$ cat src/rtl/or1200_keccak_pkg.sv
// Shared types for the l.cust5 Keccak command front end.
// Op encodings, FSM states and default buffer geometry.
package or1200_keccak_pkg;

  localparam int RATE_WORDS_DEF   = 34;
  localparam int DIGEST_WORDS_DEF = 16;

  localparam logic [4:0] OP_START  = 5'b00100;
  localparam logic [4:0] OP_MIDDLE = 5'b00010;
  localparam logic [4:0] OP_END    = 5'b00001;
  localparam logic [4:0] OP_STORE  = 5'b01000;

  typedef enum logic [1:0] {
    ST_IDLE,
    ST_ABSORB,
    ST_HASH,
    ST_DONE
  } state_t;

  typedef struct packed {
    logic start;
    logic middle;
    logic fin;
    logic store;
    logic bad;
  } op_dec_t;

  // Exactly one field is set for any op value.
  function automatic op_dec_t decode_op(input logic [4:0] op);
    op_dec_t d;
    d = '0;
    unique case (op)
      OP_START:  d.start  = 1'b1;
      OP_MIDDLE: d.middle = 1'b1;
      OP_END:    d.fin    = 1'b1;
      OP_STORE:  d.store  = 1'b1;
      default:   d.bad    = 1'b1;
    endcase
    return d;
  endfunction

endpackage

$ cat src/rtl/or1200_keccak_msgbuf.sv
// Message word buffer for the absorb phase.
// Load restarts it with one word; push appends while not full.
module or1200_keccak_msgbuf
  import or1200_keccak_pkg::*;
#(
  parameter int RATE_WORDS = RATE_WORDS_DEF,
  parameter int CW = $clog2(RATE_WORDS + 1)
) (
  input  logic                    clk,
  input  logic                    rst,
  input  logic                    load,
  input  logic                    push,
  input  logic [31:0]             data,
  output logic [32*RATE_WORDS-1:0] msg,
  output logic [CW-1:0]           count,
  output logic                    full
);

  logic [31:0] words [RATE_WORDS];

  assign full = (count == CW'(RATE_WORDS));

  always_ff @(posedge clk) begin
    if (!rst) begin
      count <= '0;
      for (int i = 0; i < RATE_WORDS; i++)
        words[i] <= '0;
    end else if (load) begin
      count <= CW'(1);
      for (int i = 0; i < RATE_WORDS; i++)
        words[i] <= (i == 0) ? data : '0;
    end else if (push && !full) begin
      count <= count + CW'(1);
      for (int i = 0; i < RATE_WORDS; i++)
        if (CW'(i) == count)
          words[i] <= data;
    end
  end

  for (genvar g = 0; g < RATE_WORDS; g++) begin : g_msg
    assign msg[32*g +: 32] = words[g];
  end

endmodule

$ cat src/rtl/or1200_keccak_cust5_resp.sv
// l.cust5 command FSM for the Keccak unit: absorb,
// hand off to the permutation core, and answer stores.
module or1200_keccak_cust5_resp
  import or1200_keccak_pkg::*;
#(
  parameter int RATE_WORDS   = RATE_WORDS_DEF,
  parameter int DIGEST_WORDS = DIGEST_WORDS_DEF
) (
  input  logic                      clk,
  input  logic                      rst,
  input  logic                      cmd_valid,
  input  logic [4:0]                cmd_op,
  input  logic [5:0]                cmd_limm,
  input  logic [31:0]               cmd_data,
  output logic                      cmd_stall,
  output logic                      rsp_valid,
  output logic [31:0]               rsp_data,
  output logic                      core_start,
  output logic [32*RATE_WORDS-1:0]  core_msg,
  output logic [5:0]                core_len,
  input  logic                      core_done,
  input  logic [32*DIGEST_WORDS-1:0] core_digest,
  output logic                      err
);

  localparam int CW = $clog2(RATE_WORDS + 1);

  state_t  state_q, state_d;
  op_dec_t dec;

  logic          accept;
  logic          in_abs;
  logic          hash_done;
  logic          limm_ok;
  logic          full;
  logic          load, push, go_hash, rd;
  logic          set_err, clr_err;
  logic [CW-1:0] count;
  logic [31:0]   rd_word;

  logic [32*DIGEST_WORDS-1:0] digest_q;

  assign dec       = decode_op(cmd_op);
  assign cmd_stall = cmd_valid & (state_q == ST_HASH);
  assign accept    = cmd_valid & ~cmd_stall;
  assign in_abs    = (state_q == ST_ABSORB);
  assign hash_done = (state_q == ST_HASH) & core_done;
  assign limm_ok   = {26'd0, cmd_limm} < 32'(DIGEST_WORDS);
  assign core_len  = 6'(count);

  or1200_keccak_msgbuf #(
    .RATE_WORDS(RATE_WORDS)
  ) u_msgbuf (
    .clk  (clk),
    .rst  (rst),
    .load (load),
    .push (push),
    .data (cmd_data),
    .msg  (core_msg),
    .count(count),
    .full (full)
  );

  always_ff @(posedge clk) begin
    if (!rst) state_q <= ST_IDLE;
    else      state_q <= state_d;
  end

  always_comb begin
    state_d = state_q;
    if (accept) begin
      unique case (1'b1)
        dec.start: state_d = ST_ABSORB;
        dec.fin:
          if (in_abs)
            state_d = full ? ST_IDLE : ST_HASH;
        default: ;
      endcase
    end else if (hash_done) begin
      state_d = ST_DONE;
    end
  end

  always_comb begin
    load    = 1'b0;
    push    = 1'b0;
    go_hash = 1'b0;
    rd      = 1'b0;
    set_err = 1'b0;
    clr_err = 1'b0;
    if (accept) begin
      unique case (1'b1)
        dec.start: begin
          load    = 1'b1;
          clr_err = 1'b1;
        end
        dec.middle:
          if (in_abs && !full) push = 1'b1;
          else                 set_err = 1'b1;
        dec.fin:
          if (in_abs && !full) begin
            push    = 1'b1;
            go_hash = 1'b1;
          end else begin
            set_err = 1'b1;
          end
        dec.store: begin
          rd      = 1'b1;
          set_err = ~limm_ok;
        end
        dec.bad: set_err = 1'b1;
        default: ;
      endcase
    end
  end

  always_comb begin
    rd_word = '0;
    for (int i = 0; i < DIGEST_WORDS; i++)
      if (cmd_limm == 6'(i))
        rd_word = digest_q[32*i +: 32];
  end

  // Commands are never accepted in HASH, so the
  // digest capture cannot collide with a store.
  always_ff @(posedge clk) begin
    if (!rst) begin
      core_start <= 1'b0;
      rsp_valid  <= 1'b0;
      rsp_data   <= '0;
      err        <= 1'b0;
      digest_q   <= '0;
    end else begin
      core_start <= go_hash;
      rsp_valid  <= rd;
      rsp_data   <= (rd && limm_ok) ? rd_word : '0;
      if (clr_err)      err <= 1'b0;
      else if (set_err) err <= 1'b1;
      if (hash_done) digest_q <= core_digest;
    end
  end

endmodule

$ cat config.mk
export PLATFORM = sky130hd
export DESIGN_NAME = or1200_keccak_cust5_resp
export DESIGN_NICKNAME = d
export VERILOG_FILES = /design/src/rtl/or1200_keccak_pkg.sv /design/src/rtl/or1200_keccak_msgbuf.sv /design/src/rtl/or1200_keccak_cust5_resp.sv
export SDC_FILE = /design/constraint.sdc
export NUM_CORES = 2
export LEC_CHECK = 0
export ABC_AREA = 0
export CORE_AREA = 3 3 665 667
export CTS_BUF_LIST = sky130_fd_sc_hd__clkbuf_4 sky130_fd_sc_hd__clkbuf_8
export DETAILED_ROUTE_END_ITERATION = 6
export DIE_AREA = 0 0 668 670
export HOLD_SLACK_MARGIN = 0.08
export PLACE_DENSITY = 0.39
export RECOVER_POWER = 25
export SYNTH_ARGS = -nofsm -noshare
export SYNTH_HDL_FRONTEND = slang
export SYNTH_SLANG_ARGS = --single-unit
$ cat constraint.sdc
create_clock -name clk -period 5.1 [get_ports clk]
set_clock_uncertainty 0.15 [all_clocks]
set_input_delay 0.765 -clock clk [delete_from_list [all_inputs] [get_ports clk]]
set_output_delay 0.765 -clock clk [all_outputs]
set_load 0.02 [all_outputs]
==> impl_metrics.json <==
{
  "grt_max_degree": 178,
  "fin_crit_ps": 4500,
  "grt-ovfl-total": 0,
  "yosysSeqAreaShare_pct": 68.5,
  "critPathCaptureType": "flop",
  "portBuffers": 1688,
  "wire_per_inst_um": 29.7,
  "syn_nets": 6041,
  "slew_headroom_pct": -45.8,
  "synth_top_family_by_area": "simple AND/OR/NAND/NOR gates",
  "insertion_delay_ps": 1030,
  "grtUsageMet2_pct": 32.9,
  "synth_fa_ha_area_share_pct": 0.0783,
  "multi_input_area_sq_mm": 0.0189,
  "vias": 52900,
  "wl_um": 409000,
  "grt_util_met1_pct": 19.4,
  "clock-root-buffer": "clkbuf_8",
  "cts_tree": "built",
  "synthFlopType": "edfxtp_1",
  "fill_cells": 46900,
  "placed_area_sq_mm": 0.0885,
  "die_w_um": 668,
  "seq_area_sq_mm": 0.0438,
  "syn_avg_cell_area_sq_um": 11.7,
  "grt_pass1_wl_um": 528000,
  "rows": 243,
  "yosys.area_share.simple_pct": 18.9,
  "p_leak_uw": 0.0349,
  "vias_per_cell": 3.85,
  "crit_required_ps": 5680,
  "yosys-top-cells-area": "edfxtp_1 51%, dfxtp_1 17%, and2_1 10%",
  "drive_above_1_share_pct": 11.1,
  "grt_most_used_layer": "met2",
  "setup_viol": 0,
  "ys_warn_count": 0,
  "htree_levels": 5,
  "start_kind": "input pin",
  "drtAntennaViolNets": 0,
  "grt_pass1_vias": 53300,
  "final_cells": 13700,
  "synth-edff-count": 1088,
  "syn_to_final_growth_pct": 55.2,
  "yosysTopAreaCell": "edfxtp_1",
  "initial_core_util_pct": 14.6,
  "ys_ff_latch": 1643,
  "clock-sinks": 1643,
  "io_pins": 1689,
  "met3_usage_pct": 3.16,
  "synth_xor_area_share_pct": 0.0822,
  "drt_iter0_markers": 4580,
  "maxSlewViolCount": 118,
  "fin_setup_tns_ps": 0,
  "place_inst": 12700,
  "netlist.area_leader.share_pct": 51.1,
  "synth.most_common_cell": "nand2_1",
  "synthTopCellsByCount": "1092 x nand2_1, 1088 x edfxtp_1, 1027 x and2_1",
  "post_cts_buffers": 0,
  "violations": "capacitance limit, slew limit",
  "die-area_sq_mm": 0.448,
  "fmax_mhz": 222,
  "hold_violations": 0,
  "tightest_slew_ps": 2190,
  "synth.area.mux_share_pct": 1.87,
  "min_path_type": "input pin to flop",
  "cts_buffer_depth": 4,
  "ff2ff_path_depth": 8,
  "async_flop_share_pct": 0,
  "fp.dieH_um": 670,
  "final_cell_area_sq_mm": 0.0992,
  "synthCells": 5478,
  "synth_compound_area_share_pct": 7.77,
  "cts_inserted_buffers": 323,
  "synth_cell_types": 77,
  "drtPass1Iterations": 5,
  "syn_area_sq_mm": 0.0639,
  "rsz0062_at_grt": "no",
  "min_path_cells": 3,
  "maxCapViolCount": 3,
  "dp_hpwl_um": 310000,
  "crit_arrival_ps": 5080,
  "core_area_sq_mm": 0.437,
  "path_class": "input pin to flop",
  "period_share_pct": 88.2,
  "grt_usage_pct": 17.6,
  "clkTransAtPathRegs_ps": 50,
  "drc_errors": 0,
  "critPathMaxFanout": 33,
  "grt_antenna_before_repair": 186,
  "power.density_mw_per_mm2": 315,
  "nets": 8218,
  "outcome": "finished, violations left",
  "max-vdd-ir-drop_mv": 0.171,
  "gp_congestion": 0.831
}
-- cell type report --
cell class	count	share of cell area [%]
antenna	79	0.199
clock buffer	437	5.51
sequential	1643	44.1
tap	5757	7.26
clock inverter	133	0.997
multi-input combinational	3372	19.1
inverter	10	0.0454
timing repair buffer	2305	22.8
-- state kept, by name (all words and copies together) (netlist names) --
signal	cells
err	1
digest_q	512
state_q	2
rsp_valid	1
rsp_data	32
u_msgbuf.count	6
u_msgbuf.words	1088
core_start	1
-- worst paths after layout --
check | startpoint | endpoint | slack [ps]
min reg2reg | digest_q[386] | digest_q[386] | 300
min | core_digest[120] | digest_q[120] | 270
max reg2reg | u_msgbuf.count[0] | u_msgbuf.words[0][395] | 660
max | cmd_op[0] | u_msgbuf.words[0][9] | 600
-- critical path, stage by stage --
cell and delay [ps]:
clkdlybuf4s50_1 700, or3_1 550, o41ai_4 330, buf_4 220
nor3_1 100, and2_0 1010, a32oi_4 560, clkbuf_1 670
nor2b_1 120
-- cell usage in the layout (no fill, tap or decap), types with 79 or more instances in the layout --
master,instances
a21oi_1,580
and2_1,992
buf_4,179
clkbuf_4,89
clkbuf_8,350
clkdlybuf4s50_1,1350
dfxtp_1,555
diode_2,79
dlygate4sd3_1,711
edfxtp_1,1088
nand2_1,1090
-- report_power, final --
group	internal, uW	switching, uW	total (uW)	leakage (uW)
Combinational	1140	1770	2910	0.0155
Clock	7420	6390	13800	0.00340
Sequential	14400	108	14500	0.0160
-- metal layers --
layer | routed length [um] | vias to the layer above
met5 | 173 | -
met3 | 24000 | 704
met2 | 216000 | 2457
met1 | 150000 | 26400
li1 | - | 23300
met4 | 17900 | 28
-- kinds of logic after synthesis --
family	count (synthesis)
simple gates	2398
flops	1643
compound gates	876
buf+inv	463
mux	88
xor+xnor	6
fa+ha+maj	4
-- repair_timing --
| item | in CTS | in global routing |
|---|---|---|
| hold buffers | 409 | 0 |
| hold endpoints to repair | 423 | 0 |
| gates resized for setup | 0 | 0 |
-- metrics by stage --
stage	power (uW)	hold WS, ps	util [%]	setup slack [ps]
global placement	17500	292	20.3	243
floorplan	15600	281	-	333
CTS	31900	80.3	22.7	1030
detailed placement	17500	293	20.3	336
finish	31300	267	22.7	604
global route	32400	130	22.7	428
Power figures use the tool's default switching activity.
